$ cat config.mk
export PLATFORM = sky130hd
export DESIGN_NAME = pixel_centroid_tracker
export DESIGN_NICKNAME = d
export VERILOG_FILES = /design/src/rtl/tracker_pkg.sv /design/src/rtl/seq_divider.sv /design/src/rtl/pixel_centroid_tracker.sv
export SDC_FILE = /design/constraint.sdc
export NUM_CORES = 1
export LEC_CHECK = 0
export ABC_AREA = 0
export BUFFER_PORTS_ARGS = -buffer_cell sky130_fd_sc_hd__buf_2
export CAP_MARGIN = 20
export CORE_MARGIN = 3
export CORE_UTILIZATION = 35
export CTS_CLUSTER_SIZE = 28
export DETAILED_ROUTE_END_ITERATION = 8
export PLACE_DENSITY = 0.54
export SYNTH_ARGS = -nofsm -noshare
export SYNTH_HDL_FRONTEND = slang
export SYNTH_SLANG_ARGS = --single-unit
$ cat constraint.sdc
create_clock -name Pix_Clk -period 6.3 [get_ports Pix_Clk]
set_input_delay 1.575 -clock Pix_Clk [delete_from_list [all_inputs] [get_ports Pix_Clk]]
set_output_delay 1.575 -clock Pix_Clk [all_outputs]
set_load 0.01 [all_outputs]
$ cat src/rtl/tracker_pkg.sv
// Shared state encoding and constants for the pixel centroid tracker.
package tracker_pkg;

  typedef enum logic [2:0] {
    IDLE,
    ACTIVE,
    DIV_X,
    DIV_Y,
    PUB
  } state_t;

  localparam logic [15:0] NO_OBJ = 16'hFFFF;

  localparam int unsigned DEF_COLS = 648;
  localparam int unsigned DEF_ROWS = 488;

endpackage

$ cat src/rtl/seq_divider.sv
// Restoring unsigned divider, one quotient bit per cycle, W cycles per divide.
// The bit selected by 'start' is processed in the start cycle itself.
module seq_divider #(
  parameter int unsigned W   = 32,
  parameter int unsigned Q_W = 16
) (
  input  logic           clk,
  input  logic           rst_n,
  input  logic           start,
  input  logic [W-1:0]   dividend,
  input  logic [W-1:0]   divisor,
  output logic           done,
  output logic [Q_W-1:0] quotient
);

  localparam int unsigned CW = $clog2(W + 1);

  logic [W-1:0]  rem, quo, dvs;
  logic [W-1:0]  src_rem, src_q, src_d, rem_n, quo_n;
  logic [W:0]    shifted, trial;
  logic [CW-1:0] cnt;
  logic          run;

  always_comb begin
    src_rem = start ? '0 : rem;
    src_q   = start ? dividend : quo;
    src_d   = start ? divisor : dvs;
    shifted = {src_rem, src_q[W-1]};
    trial   = shifted - {1'b0, src_d};
    // trial[W] set means the subtraction went negative: restore
    if (!trial[W]) begin
      rem_n = trial[W-1:0];
      quo_n = {src_q[W-2:0], 1'b1};
    end else begin
      rem_n = shifted[W-1:0];
      quo_n = {src_q[W-2:0], 1'b0};
    end
  end

  always_ff @(posedge clk or negedge rst_n) begin
    if (!rst_n) begin
      rem  <= '0;
      quo  <= '0;
      dvs  <= '0;
      cnt  <= '0;
      run  <= 1'b0;
      done <= 1'b0;
    end else begin
      done <= 1'b0;
      if (start) begin
        rem <= rem_n;
        quo <= quo_n;
        dvs <= divisor;
        cnt <= CW'(1);
        run <= 1'b1;
      end else if (run) begin
        rem <= rem_n;
        quo <= quo_n;
        cnt <= cnt + CW'(1);
        if (cnt == CW'(W - 1)) begin
          run  <= 1'b0;
          done <= 1'b1;
        end
      end
    end
  end

  assign quotient = quo[Q_W-1:0];

endmodule

$ cat src/rtl/pixel_centroid_tracker.sv
// Thresholded pixel centroid tracker for the CVM300 stream.
// Define TRACK_BBOX_EN to add bounding-box outputs published with the centroid.
module pixel_centroid_tracker
  import tracker_pkg::*;
#(
  parameter int unsigned COLS  = DEF_COLS,
  parameter int unsigned ROWS  = DEF_ROWS,
  parameter int unsigned PIX_W = 8,
  parameter int unsigned ACC_W = 32,
  parameter int unsigned CNT_W = 20
) (
  input  logic             Pix_Clk,
  input  logic             Rst_N,
  input  logic             arm,
  input  logic             line_valid,
  input  logic             data_valid,
  input  logic [PIX_W-1:0] pix_data,
  input  logic [PIX_W-1:0] threshold,
  output logic             busy,
  output logic             result_valid,
  output logic [15:0]      cent_x,
  output logic [15:0]      cent_y,
  output logic [CNT_W-1:0] hit_count
`ifdef TRACK_BBOX_EN
  ,
  output logic [15:0]      bbox_x_min,
  output logic [15:0]      bbox_x_max,
  output logic [15:0]      bbox_y_min,
  output logic [15:0]      bbox_y_max
`endif
);

  state_t           state;
  logic [15:0]      col, row;
  logic [ACC_W-1:0] sum_x, sum_y;
  logic [CNT_W-1:0] count;
  logic [15:0]      quo_x, quo_y;
  logic             pend_arm, lv_q;

  logic             line_end, acc, hit, frame_end, start_frame;
  logic             div_start, div_done;
  logic [ACC_W-1:0] div_dividend, div_divisor;
  logic [15:0]      div_quo;

`ifdef TRACK_BBOX_EN
  logic [15:0] bx_min, bx_max, by_min, by_max;
`endif

  always_comb begin
    line_end    = lv_q & ~line_valid;
    acc         = line_valid & data_valid & (col < 16'(COLS));
    hit         = acc & (pix_data >= threshold);
    frame_end   = (state == ACTIVE) & line_end & (row == 16'(ROWS - 1));
    start_frame = ((state == IDLE) & (arm | pend_arm)) | ((state == ACTIVE) & arm);
    // X is launched in the frame-end cycle and Y on X's done, so each
    // divide phase spans exactly ACC_W cycles of its state
    div_start    = (frame_end & ~arm) | ((state == DIV_X) & div_done);
    div_dividend = (state == DIV_X) ? sum_y : sum_x;
    div_divisor  = ACC_W'(count);
  end

  seq_divider #(
    .W   (ACC_W),
    .Q_W (16)
  ) u_div (
    .clk      (Pix_Clk),
    .rst_n    (Rst_N),
    .start    (div_start),
    .dividend (div_dividend),
    .divisor  (div_divisor),
    .done     (div_done),
    .quotient (div_quo)
  );

  always_ff @(posedge Pix_Clk or negedge Rst_N) begin
    if (!Rst_N) begin
      state        <= IDLE;
      col          <= '0;
      row          <= '0;
      sum_x        <= '0;
      sum_y        <= '0;
      count        <= '0;
      quo_x        <= '0;
      quo_y        <= '0;
      pend_arm     <= 1'b0;
      lv_q         <= 1'b0;
      busy         <= 1'b0;
      result_valid <= 1'b0;
      cent_x       <= '0;
      cent_y       <= '0;
      hit_count    <= '0;
`ifdef TRACK_BBOX_EN
      bx_min       <= '0;
      bx_max       <= '0;
      by_min       <= '0;
      by_max       <= '0;
      bbox_x_min   <= '0;
      bbox_x_max   <= '0;
      bbox_y_min   <= '0;
      bbox_y_max   <= '0;
`endif
    end else begin
      lv_q         <= line_valid;
      result_valid <= 1'b0;
      if (start_frame) begin
        state    <= ACTIVE;
        busy     <= 1'b1;
        pend_arm <= 1'b0;
        col      <= '0;
        row      <= '0;
        sum_x    <= '0;
        sum_y    <= '0;
        count    <= '0;
`ifdef TRACK_BBOX_EN
        bx_min   <= NO_OBJ;
        bx_max   <= '0;
        by_min   <= NO_OBJ;
        by_max   <= '0;
`endif
      end else begin
        case (state)
          IDLE: ;
          ACTIVE: begin
            if (hit) begin
              sum_x <= sum_x + ACC_W'(col);
              sum_y <= sum_y + ACC_W'(row);
              if (count != '1) count <= count + CNT_W'(1);
`ifdef TRACK_BBOX_EN
              if (col < bx_min) bx_min <= col;
              if (col > bx_max) bx_max <= col;
              if (row < by_min) by_min <= row;
              if (row > by_max) by_max <= row;
`endif
            end
            if (acc) col <= col + 16'd1;
            if (line_end) begin
              col <= '0;
              row <= row + 16'd1;
            end
            if (frame_end) state <= DIV_X;
          end
          DIV_X: begin
            if (arm) pend_arm <= 1'b1;
            if (div_done) begin
              quo_x <= div_quo;
              state <= DIV_Y;
            end
          end
          DIV_Y: begin
            if (arm) pend_arm <= 1'b1;
            if (div_done) begin
              quo_y <= div_quo;
              state <= PUB;
            end
          end
          PUB: begin
            if (arm) pend_arm <= 1'b1;
            // zero hits still walks both divide phases (fixed latency) but
            // the meaningless quotient is replaced by NO_OBJ
            cent_x       <= (count == '0) ? NO_OBJ : quo_x;
            cent_y       <= (count == '0) ? NO_OBJ : quo_y;
            hit_count    <= count;
            result_valid <= 1'b1;
            busy         <= 1'b0;
            state        <= IDLE;
`ifdef TRACK_BBOX_EN
            bbox_x_min   <= bx_min;
            bbox_x_max   <= bx_max;
            bbox_y_min   <= by_min;
            bbox_y_max   <= by_max;
`endif
          end
          default: state <= IDLE;
        endcase
      end
    end
  end

endmodule
Word level (Yosys, flattened, before mapping) --
Index checks and enable logic that the tools add are counted.
Word-level totals: register bits after elaboration 311, input bits 21, logic and storage cells 127, output and inout bits 54
Operators by class: add/subtract/negate cells 7, bitwise gates (word level) 16, $lt $le $gt $ge 2, eq/ne operators 11, mux-type cells 49, reductions and logical operators 21
Operator list (number):
- $mux 32 | 15
- $mux 16 | 9
- $mux 20 | 4
- $add 32x16->32 | 2
- $sub 33x32->33 | 1
- $add 16x1->16 const B | 2
- $add 20x1->20 const B | 1
- $logic_not 20->1 | 1
- $ne 20x20->1 const B | 1
- $eq 16x9->1 const B | 1
- $lt 16x10->1 const B | 1
- $reduce_bool 2->1 | 8
- $mux 1 | 14
- $mux 3 | 4
- $mux 6 | 2
- $pmux 3 s4 | 1
- $and 1x1->1 | 10
- $reduce_and 2->1 | 5
- $reduce_and 3->1 | 3
- $ge 8x8->1 | 1
- $add 6x1->6 const B | 1
- $eq 3x2->1 const B | 2
- $eq 6x5->1 const B | 1
- $ne 3x2->1 const B | 2
- 10 further kinds | 14

Longest topological paths before layout --
Gate-level depths: netlist (run 1).
word-level depth 11, gate-level depth with buffers 22, mapped depth without buffers 17

Hierarchy --
Synthesis (run 1) repeated with hierarchy kept, for this count alone.
Unflattened totals: cells, all modules 1820, area, all modules 17630.7 µm²
By module, submodules not included:
- pixel_centroid_tracker | cells an instance 1072, area each 10829.1 µm², sequential area each 5180.0 µm², times used 1
- seq_divider | cells an instance 748, area each 6801.5 µm², sequential area each 2602.5 µm², times used 1

Worst setup path after synthesis (run 1) --
OpenSTA, ideal clock, no wires.
path type input-to-reg, from input line_valid, to register u_div.rem[31], buffers on the path 3, required time 6213 ps, setup slack 504 ps, arrival time 5710 ps, library setup time 87 ps, cell stages on the path 19, path through nand3b_1 -> nor4_4 -> a31oi_2 -> clkbuf_1 -> clkbuf_1 -> clkbuf_1 -> nand2_1 -> o21ai_0 -> ha_1 -> fa_1 -> inv_1 -> a21oi_1 -> maj3_1 -> a211oi_4 -> a211oi_4 -> o211ai_4 -> nand3_4 -> or4_1 -> o211ai_1
Between the ends: longest elaborated chain between the ends 11, elaborated cells on any way between the ends 14, classes of those cells add/sub: 1; mux: 6; bitwise: 6; reduce/logical: 1
Ends and longest elaborated chain:
- from (decl) | RTL line pixel_centroid_tracker.sv:15 | input logic line_valid,
- $not 1->1 * | RTL line pixel_centroid_tracker.sv:50 | line_end = lv_q & ~line_valid;
- $and 1x1->1 * | RTL line pixel_centroid_tracker.sv:50
- $and 1x1->1 * (2 in series) | RTL line pixel_centroid_tracker.sv:53 | frame_end = (state == ACTIVE) & line_end & (row == 16'(ROWS - 1));
- $and 1x1->1 * | RTL line pixel_centroid_tracker.sv:57 | div_start = (frame_end & ~arm) | ((state == DIV_X) & div_done);
- $or 1x1->1 * | RTL line pixel_centroid_tracker.sv:57
- $mux 32 * | RTL line seq_divider.sv:27 | src_d = start ? divisor : dvs;
- via u_div.src_d[0] | RTL line seq_divider.sv:19 | logic [W-1:0] src_rem, src_q, src_d, rem_n, quo_n;
- $sub 33x32->33 * | RTL line seq_divider.sv:29 | trial = shifted - {1'b0, src_d};
- $mux 32 * | RTL line seq_divider.sv:31 | if (!trial[W]) begin
- $mux 32 | RTL line seq_divider.sv:56 | end else if (run) begin
- $mux 32 * | RTL line seq_divider.sv:50 | if (start) begin
- to (signal assigned) | RTL line seq_divider.sv:51 | rem <= rem_n;
- to (signal assigned) | RTL line seq_divider.sv:57 | rem <= rem_n;
- to (decl) | RTL line seq_divider.sv:18 | logic [W-1:0] rem, quo, dvs;
Mark *: on every way through the listed nets, which the timed path passes. The rest lies on a longest branch. The select of a mux whose other input is x is not followed. A chain may end at the register's enable or synchronous reset.

Worst setup path in the final report (run 1) --
from input line_valid, to register u_div.rem[22]
The elaborated chain is that of the path after synthesis.

==> flow_metrics.py, run 1 <==
metrics = {
    "synthesis": {
        "synthArstFlopShare": 1.00,
        "netlist_instances": 1889,
        "yosys.area_share.simple": 0.184,
        "ys_ff_latch": 311,
        "ys_seq_area_frac": 0.437,
        "synth_flop_cell": "dfrtp_1",
        "synth_xor_xnor_area_share": 0.0438,
        "synthAdderAreaFrac": 0.0573,
        "netlist_area_sq_um": 17800,
        "synth_compound_gate_area_share": 0.184,
        "yosysWarningCount": 0,
        "syn_area_per_cell_sq_um": 9.43,
        "synth-edff-count": 0,
        "synth_nets": 1989,
        "synth_top_family_by_area": "simple AND/OR/NAND/NOR gates",
        "synthMuxAreaShare": 0.0556,
        "synth_cell_type_count": 85,
    },
    "clock_tree": {
        "insertion_delay_ns": 0.58,
        "clk_path_buf_depth": 3,
        "cts-buffers-inserted": 38,
        "cts_resized": 0,
        "cts.hold.buffers_added": 0,
        "postCtsSetupRepairBufs": 0,
        "cts-htree-levels": 2,
        "root_buffer": "clkbuf_16",
        "cts_tree": "done",
        "clock_sinks": 311,
        "path_clk_slew_ns": 0.05,
    },
    "worst_setup_path": {
        "r2r.worst_path.cells": 17,
        "rr_endpoint": "u_div.rem[22]",
        "reg2reg_slack_ns": 1.15,
        "cp-startpoint": "line_valid",
        "cp.arrival_ns": 5.96,
        "setup.worst_path.start_class": "primary input",
        "cp-end-kind": "flip-flop",
        "r2r_start": "state[2]",
        "critPathMaxFanout": 9,
        "required_ns": 6.72,
        "crit_type": "in2reg",
    },
    "grt": {
        "grt_antenna_before_repair": 1,
        "grt_pass1_vias": 14100,
        "grt_overflow": 0,
        "grt_max_degree": 122,
        "grt_use_total": 0.174,
        "grt_pass1_wl_mm": 76.5,
    },
    "power": {
        "vdd_drop_max_uv": 156,
        "p_leak_nw": 8.89,
        "total_power_w": 0.00437,
        "powerDensity_nw_per_um2": 216,
    },
    "finish": {
        "layout_common_cells": "310 x dfrtp_1, 230 x nand2_1, 146 x a21oi_1",
        "insertedDiodeCount": 0,
        "drive_gt1_frac": 0.126,
        "layout_commonest_cell": "dfrtp_1",
        "area_growth_syn_to_layout_pct": 13.7,
        "nets": 2034,
    },
    "timing": {
        "slew_viol_final": 0,
        "worstMarginPinSlew_ns": 1.01,
        "hold_viol": 0,
        "max-slew-margin-rel": 0.323,
        "fin_crit_sh": 0.880,
        "rsz0062_at_grt": "false",
        "setup_viol": 0,
        "skew_ns": 0.0248,
        "setup_tns_ns": 0,
        "fin_crit_ns": 5.54,
        "fmax_ghz": 0.180,
    },
    "placement": {
        "hpwl_mm": 31.8,
        "gp_congestion": 0.858,
        "port_buffers": 74,
    },
    "drt": {
        "drcViolationCount": 0,
        "firstDrtPassIters": 5,
        "wirelength_mm": 46.5,
        "num_vias": 14300,
        "wl_per_cell_um": 17.6,
        "drt_iter0_drc": 971,
        "vias_per_cell": 5.41,
        "detail-route-antenna-nets": 0,
    },
    "floorplan": {
        "die_h_um": 232,
        "die_area_sq_um": 53600,
        "start_util": 0.355,
        "rows": 82,
        "die-width_um": 232,
        "ios": 75,
        "core_sq_um": 50200,
    },
    "run_status": {
        "outcome": "finished clean",
    },
    "worst_hold_path": {
        "hp-class": "reg2reg",
        "worst_hold_path.endpoint": "u_div.dvs[26]",
        "hold_depth": 2,
        "worst_hold_startpoint": "u_div.dvs[26]",
    },
    "flow_run": {
        "drv_cap": 0,
    },
}
[synthesized netlist by cell type, drive strengths merged (13+ instances only)]
| master | count | area (sq um) |
|---|---|---|
| nor4 | 16 | 121 |
| a21o | 52 | 390 |
| xnor2 | 53 | 464 |
| and2 | 36 | 225 |
| a21oi | 148 | 744 |
| a211oi | 47 | 378 |
| nor3 | 26 | 130 |
| xor2 | 36 | 315 |
| nor2b | 37 | 231 |
| mux2i | 54 | 541 |
| ha | 76 | 951 |
| o21ai | 58 | 290 |
| nand2 | 231 | 870 |
| mux2 | 40 | 450 |
| and3 | 28 | 175 |
| o22a | 33 | 289 |
| inv | 75 | 282 |
| nor2 | 125 | 477 |
| clkbuf | 89 | 334 |
| a31oi | 20 | 131 |
| buf | 15 | 73.8 |
| nand3 | 43 | 228 |
| dfrtp | 311 | 7780 |
| o21a | 13 | 97.6 |
| nand4 | 28 | 175 |
| or3 | 13 | 81.3 |
[state kept, by name, indices dropped and copies added, names as in the netlist, 16 cells and up]
name       count
count         20
hit_count     20
col           16
u_div.rem     32
cent_x        16
row           16
quo_y         16
cent_y        16
u_div.dvs     32
quo_x         16
u_div.quo     32
sum_x         32
sum_y         32
[stage by stage]
step	setup WS [ns]	cell area [sq um]	std cells	utilization	hold slack [ns]
2_1_floorplan	0.504	17800	1889	-	0.433
3_3_place_gp	0.441	19000	2564	0.378	0.448
3_5_place_dp	0.318	19000	2564	0.378	0.453
4_1_cts	0.911	20200	2631	0.403	0.470
5_1_grt	0.547	20200	2633	0.404	0.488
6_report	0.755	20200	2633	0.404	0.464
[cell type report]
cell class / instances / area, sq um
clock buffers: 55 / 1080
clock inverters: 12 / 180
fillers: 4959 / 29900
inverters: 76 / 285
multi-input cells: 1398 / 9420
flip-flops and latches: 311 / 7780
well taps: 672 / 841
repair buffers: 109 / 656
[worst max-delay path, stage by stage]
cell      delay, ns
buf_2          0.15
nand3b_1       0.24
nor4_4         0.47
a31oi_4        0.22
nand2_1        0.10
o21ai_0        0.14
ha_1           0.28
fa_1           0.42
inv_1          0.07
a21oi_1        0.09
maj3_1         0.44
a211oi_4       0.35
buf_4          0.19
o21ai_0        0.18
o21ai_0        0.52
xor2_1         0.17
a32oi_1        0.23
o21ai_0        0.10
[layer usage]
| metal | vias up | wire length, um | part of all wire | track usage |
|---|---|---|---|---|
| li1 | 6902 | - | - | - |
| met1 | 7039 | 22800 | 0.49 | 0.249 |
| met2 | 253 | 21000 | 0.45 | 0.277 |
| met3 | 58 | 1900 | 0.041 | 0.0268 |
| met4 | 0 | 809 | 0.017 | 0.0432 |
| met5 | - | 0 | 0 | 0 |
[report_power, final]
part | switching, W | total, W | internal (W) | leakage, nW
combinational | 0.000100 | 0.000132 | 0.0000321 | 4.44
sequential | 0.0000112 | 0.00202 | 0.00200 | 3.84
clock | 0.000922 | 0.00222 | 0.00130 | 0.611
total | 0.00103 | 0.00437 | 0.00333 | 8.89
[kinds of logic (layout without fill, tap and decap cells)]
logic type / Yosys count / after routing
AND/OR/NAND/NOR: 655 / 655
AO/OA/AOI/OAI: 480 / 480
flip-flops: 311 / 311
buffers and inverters: 180 / 252
multiplexers: 94 / 94
XOR/XNOR: 89 / 89
adder cells (fa/ha/maj): 80 / 80
[worst max-delay path by stage]
stage	depth (start not counted)	endpoint
after floorplan	19	u_div.rem[31]
after detailed placement	18	u_div.rem[26]
after global placement	19	u_div.rem[27]
after CTS	18	u_div.rem[22]
after global routing	18	u_div.rem[9]
final	18	u_div.rem[22]
(Power assumes the default switching activity.)
==> run 2, diff against run 1 <==
==> constraint.sdc (replaced) <==
create_clock -name Pix_Clk -period 6.75 [get_ports Pix_Clk]
set_input_delay 1.6875 -clock Pix_Clk [delete_from_list [all_inputs] [get_ports Pix_Clk]]
set_output_delay 1.6875 -clock Pix_Clk [all_outputs]
set_load 0.01 [all_outputs]
==> flow_metrics.py, run 2 (synthesis results as in run 1) <==
metrics = {
    "timing": {
        "hold_viol": 0,
        "worstMarginPinSlew_ns": 1.05,
        "skew_ns": 0.0102,
        "setup_viol": 0,
        "holdWs_ns": 0.463,
        "fin_crit_ns": 5.73,
        "rsz0062_at_grt": "false",
        "slew_viol_final": 0,
        "fin_crit_sh": 0.850,
        "fmax_ghz": 0.174,
        "setup_tns_ns": 0,
        "max-slew-margin-rel": 0.289,
    },
    "clock_tree": {
        "path_clk_slew_ns": 0.06,
        "root_buffer": "clkbuf_16",
        "clk_path_buf_depth": 3,
        "cts_resized": 0,
        "cts-htree-levels": 2,
        "cts.hold.buffers_added": 0,
        "cts-buffers-inserted": 37,
        "postCtsSetupRepairBufs": 0,
        "clock_sinks": 311,
        "cts_tree": "done",
        "insertion_delay_ns": 0.55,
    },
    "grt": {
        "grt_pass1_vias": 13900,
        "grt_overflow": 0,
        "grt_pass1_wl_mm": 75.5,
        "grt_max_degree": 116,
        "grt_use_total": 0.172,
        "grt_antenna_before_repair": 1,
    },
    "finish": {
        "final_util": 0.400,
        "area_growth_syn_to_layout_pct": 12.6,
        "layout_common_cells": "310 x dfrtp_1, 230 x nand2_1, 146 x a21oi_1",
        "layout_commonest_cell": "dfrtp_1",
        "nets": 2021,
        "drive_gt1_frac": 0.118,
        "final_cells": 2617,
        "insertedDiodeCount": 0,
    },
    "power": {
        "sequentialPowerShare": 0.479,
        "p_leak_nw": 8.78,
        "p_switching_w": 0.000906,
        "vdd_drop_max_uv": 156,
        "p_clk_frac": 0.490,
        "combPwrFrac": 0.031,
        "p_sw_frac": 0.231,
        "intPower_w": 0.00302,
        "powerDensity_nw_per_um2": 196,
    },
    "placement": {
        "place_inst": 2553,
        "hpwl_mm": 31.8,
        "gp_congestion": 0.886,
        "port_buffers": 74,
    },
    "drt": {
        "firstDrtPassIters": 5,
        "drcViolationCount": 0,
        "drt_iter0_drc": 1003,
        "num_vias": 14100,
        "wl_per_cell_um": 17.7,
        "wl_met2_mm": 20.9,
        "top_layer_used": "met4",
        "wl_met1_mm": 22.7,
        "wirelength_mm": 46.2,
        "detail-route-antenna-nets": 0,
        "vias_per_cell": 5.39,
        "route.met3.wl_mm": 1.75,
    },
    "worst_setup_path": {
        "crit_chain": "buf_2, nand3b_1, nor4_4, a31o_2, mux2i_1, ha_1, a21oi_1, o31a_1, o221ai_1, o2bb2ai_1, a211oi_4, o211ai_4, nand2_2, mux2_2, a21oi_1",
        "crit_type": "in2reg",
        "cp_num_buf_inv": 1,
        "critPathMaxFanout": 19,
        "path_common_cell": "a21oi_1",
        "setup.worst_path.start_class": "primary input",
        "required_ns": 7.23,
        "cp.arrival_ns": 6.21,
        "slowest_stage": "a31o_2",
        "cp-end-kind": "flip-flop",
        "reg2reg_slack_ns": 1.44,
        "path_delay_family": "compound AO/OA/AOI/OAI gates",
        "cp_slowest_stage_delay_ns": 0.53,
    },
    "floorplan": {
        "die_h_um": 232,
        "rows": 82,
        "core_sq_um": 50200,
        "die_area_sq_um": 53600,
        "ios": 75,
        "die-width_um": 232,
        "start_util": 0.355,
    },
    "run_status": {
        "outcome": "finished clean",
    },
    "flow_run": {
        "drv_cap": 0,
    },
    "worst_hold_path": {
        "hp-class": "reg2reg",
    },
}
[run 2: cell count changes in the layout (fill, tap and decap cells not counted), sizes merged]
cell / previous run / this run
buf: 109 / 97
bufinv: 2 / 1
clkinv: 8 / 4
clkinvlp: 2 / 1
inv: 76 / 78
[run 2: layer usage]
| metal | track usage | vias up |
|---|---|---|
| met1 | 0.244 | 6949 |
| li1 | - | 6863 |
| met3 | 0.0302 | 69 |
| met5 | 0 | - |
| met2 | 0.274 | 236 |
| met4 | 0.0418 | 0 |
[run 2: final timing paths]
kind                                from       endpoint  cells past startpoint
min reg2reg                u_div.dvs[22]  u_div.dvs[22]                      2
min in group asynchronous          Rst_N  u_div.rem[15]                      1
min                        u_div.dvs[22]  u_div.dvs[22]                      2
max in group asynchronous          Rst_N      u_div.run                      2
max reg2reg                     state[0]   u_div.rem[0]                     14
max                           line_valid   u_div.rem[0]                     15
[run 2: worst register-to-register path, delay by kind of cell, from the launching register on]
family | cells | cell delay, ns
adders and majority gates | 1 | 0.35
DFF | 1 | 0.63
AOI/OAI and AO/OA | 8 | 2.16
muxes | 2 | 0.70
and+or+nand+nor | 3 | 1.39
[run 2: cell type report]
cell class              count  area (sq um)
inverters                  76           285
fillers                  4963         30100
clock buffers              55          1050
flip-flops and latches    311          7780
clock inverters             8          93.8
well taps                 672           841
repair buffers             97           591
multi-input cells        1398          9420
[run 2: power by group through the flow]
stage / registers (W) / logic, W / clock network, W
after floorplan: 0.00191 / 0.0000568 / 0
after detailed placement: 0.00192 / 0.000126 / 0
after CTS: 0.00188 / 0.000126 / 0.00199
after global routing: 0.00188 / 0.000140 / 0.00207
final: 0.00188 / 0.000121 / 0.00193
after global placement: 0.00191 / 0.000123 / 0
[run 2: stage by stage]
stage | total power, W | setup slack, ns | area [sq um]
6_report | 0.00393 | 1.02 | 20100
5_1_grt | 0.00409 | 0.750 | 20100
4_1_cts | 0.00400 | 1.02 | 20100
3_5_place_dp | 0.00204 | 0.467 | 18900
3_3_place_gp | 0.00204 | 0.475 | 18900
2_1_floorplan | 0.00197 | 0.841 | 17800
==> run 3, diff against run 2 <==
==> constraint.sdc (replaced) <==
create_clock -name Pix_Clk -period 5.54 [get_ports Pix_Clk]
set_input_delay 1.385 -clock Pix_Clk [delete_from_list [all_inputs] [get_ports Pix_Clk]]
set_output_delay 1.385 -clock Pix_Clk [all_outputs]
set_load 0.01 [all_outputs]
==> flow_metrics.py, run 3 (synthesis results as in run 1) <==
metrics = {
    "run_status": {
        "outcome": "finished clean",
    },
    "worst_setup_path": {
        "required_ns": 5.98,
        "cp-end-kind": "flip-flop",
        "reg2reg_slack_ns": 0.64,
        "crit_chain": "buf_2, nand3b_1, nor4_4, a31oi_4, nand2_1, o21ai_0, ha_1, fa_1, inv_1, a21oi_1, maj3_1, a211oi_4, buf_4, o21ai_0, o21ai_0, a31oi_1, xnor2_1, o21a_1",
        "path_common_cell": "o21ai_0",
        "r2r.worst_path.cells": 17,
        "crit_type": "in2reg",
        "cp_num_buf_inv": 3,
        "cp.arrival_ns": 5.55,
        "rr_endpoint": "u_div.rem[26]",
        "setup.worst_path.start_class": "primary input",
        "critPathMaxFanout": 10,
        "slowest_stage": "nor4_4",
        "path_delay_family": "compound AO/OA/AOI/OAI gates",
        "cp_slowest_stage_delay_ns": 0.47,
        "r2r_start": "state[2]",
    },
    "floorplan": {
        "rows": 82,
        "die_h_um": 232,
        "die_area_sq_um": 53600,
        "core_sq_um": 50200,
        "die-width_um": 232,
        "ios": 75,
        "start_util": 0.355,
    },
    "finish": {
        "final_area_sq_um": 20700,
        "area_growth_syn_to_layout_pct": 16.0,
        "nFillCells": 4937,
        "layout_common_cells": "310 x dfrtp_1, 230 x nand2_1, 146 x a21oi_1",
        "multi_input_area_sq_um": 9420,
        "insertedDiodeCount": 0,
        "final_cells": 2682,
        "drive_gt1_frac": 0.148,
        "ff_latch_area_sq_um": 7780,
        "final_util": 0.412,
        "layout_commonest_cell": "dfrtp_1",
        "nets": 2084,
    },
    "drt": {
        "detail-route-antenna-nets": 0,
        "wl_per_cell_um": 17.7,
        "drcViolationCount": 0,
        "firstDrtPassIters": 5,
        "wirelength_mm": 47.4,
        "vias_per_cell": 5.38,
        "num_vias": 14400,
        "drt_iter0_drc": 883,
    },
    "clock_tree": {
        "postCtsSetupRepairBufs": 0,
        "root_buffer": "clkbuf_16",
        "insertion_delay_ns": 0.56,
        "cts-htree-levels": 2,
        "path_clk_slew_ns": 0.06,
        "clk_path_buf_depth": 3,
        "cts_tree": "done",
        "cts.hold.buffers_added": 0,
        "cts_resized": 0,
        "cts-buffers-inserted": 37,
        "clock_sinks": 311,
    },
    "worst_hold_path": {
        "worst_hold_startpoint": "u_div.dvs[22]",
        "worst_hold_path.endpoint": "u_div.dvs[22]",
        "hold_depth": 2,
        "hp-class": "reg2reg",
    },
    "grt": {
        "grt_max_degree": 95,
        "grt_antenna_before_repair": 1,
        "grt_overflow": 0,
        "grt_pass1_wl_mm": 77.9,
        "grt_pass1_vias": 14500,
        "grt_use_total": 0.177,
    },
    "placement": {
        "pre_cts_ws_ns": -0.131,
        "hpwl_mm": 32.8,
        "gp_congestion": 0.832,
        "place_inst": 2615,
        "port_buffers": 74,
        "postPlaceCellArea_sq_um": 19400,
    },
    "power": {
        "p_clk_frac": 0.507,
        "p_sw_frac": 0.227,
        "intPower_w": 0.00383,
        "p_leak_nw": 9.16,
        "powerDensity_nw_per_um2": 240,
        "sequentialPowerShare": 0.463,
        "p_switching_w": 0.00112,
        "combPwrFrac": 0.031,
        "vdd_drop_max_uv": 182,
    },
    "timing": {
        "slew_viol_final": 0,
        "max-slew-margin-rel": 0.267,
        "fmax_ghz": 0.196,
        "fin_crit_ns": 5.11,
        "worstMarginPinSlew_ns": 1.10,
        "rsz0062_at_grt": "false",
        "hold_viol": 0,
        "skew_ns": 0.0159,
        "fin_crit_sh": 0.922,
        "setup_viol": 0,
        "holdWs_ns": 0.461,
        "setup_ws_ns": 0.433,
    },
    "flow_run": {
        "drv_cap": 0,
    },
}
==> run 3: cell types whose count changed in the layout (fill, tap and decap cells not counted), moves of 2 or more <==
cell,previous run,this run
buf_4,20,81
clkbuf_1,12,8
clkinv_2,2,5
buf_12,3,5
bufinv_16,1,3
clkbuf_8,6,8
inv_6,2,0
==> run 3: worst reg2reg max path, stage by stage, from the launching register on <==
cell	delay, ns
dfrtp_1	0.52
or3b_4	0.50
nor4_4	0.48
a31oi_4	0.25
nand2_1	0.12
o21ai_0	0.12
ha_1	0.27
fa_1	0.41
inv_1	0.08
a21oi_1	0.09
maj3_1	0.41
a211oi_4	0.30
buf_4	0.19
o21ai_0	0.13
o21ai_0	0.42
a31oi_1	0.19
xnor2_1	0.16
o21a_1	0.17
==> run 3: worst max path at each step <==
stage,from,end,slack [ns],depth (start not counted)
detailed placement,line_valid,u_div.rem[26],-0.13,18
global placement,line_valid,u_div.rem[26],0.05,18
floorplan,line_valid,u_div.rem[31],-0.04,19
CTS,line_valid,u_div.rem[26],0.46,18
finish,line_valid,u_div.rem[26],0.43,18
global route,line_valid,u_div.rem[26],0.22,18
==> run 3: layout make-up <==
class,count,share of cell area
clock buffers,54,0.0528
clock inverters,11,0.00775
inverters,76,0.0138
multi-input cells,1398,0.456
flip-flops and latches,311,0.377
well taps,672,0.0407
repair buffers,160,0.0527
==> run 3: power by group through the flow <==
stage / Sequential, W / Combinational (W) / Clock (W)
final: 0.00229 / 0.000152 / 0.00251
after global routing: 0.00229 / 0.000174 / 0.00267
after CTS: 0.00229 / 0.000157 / 0.00260
after detailed placement: 0.00233 / 0.000156 / 0
after global placement: 0.00233 / 0.000152 / 0
after floorplan: 0.00233 / 0.0000693 / 0
==> run 3: layer usage <==
metal / vias to the layer above / global-route usage / routed length [um]
met2: 257 / 0.279 / 21100
li1: 6997 / - / -
met3: 73 / 0.0301 / 1960
met4: 2 / 0.0515 / 1140
met1: 7094 / 0.250 / 23100
met5: - / 0 / 13
==> run 3: metrics by stage <==
stage | TNS [ns] | total power [W]
detailed placement | -0.319 | 0.00249
CTS | 0 | 0.00505
global placement | 0 | 0.00248
finish | 0 | 0.00495
floorplan | -0.0357 | 0.00240
global route | 0 | 0.00514
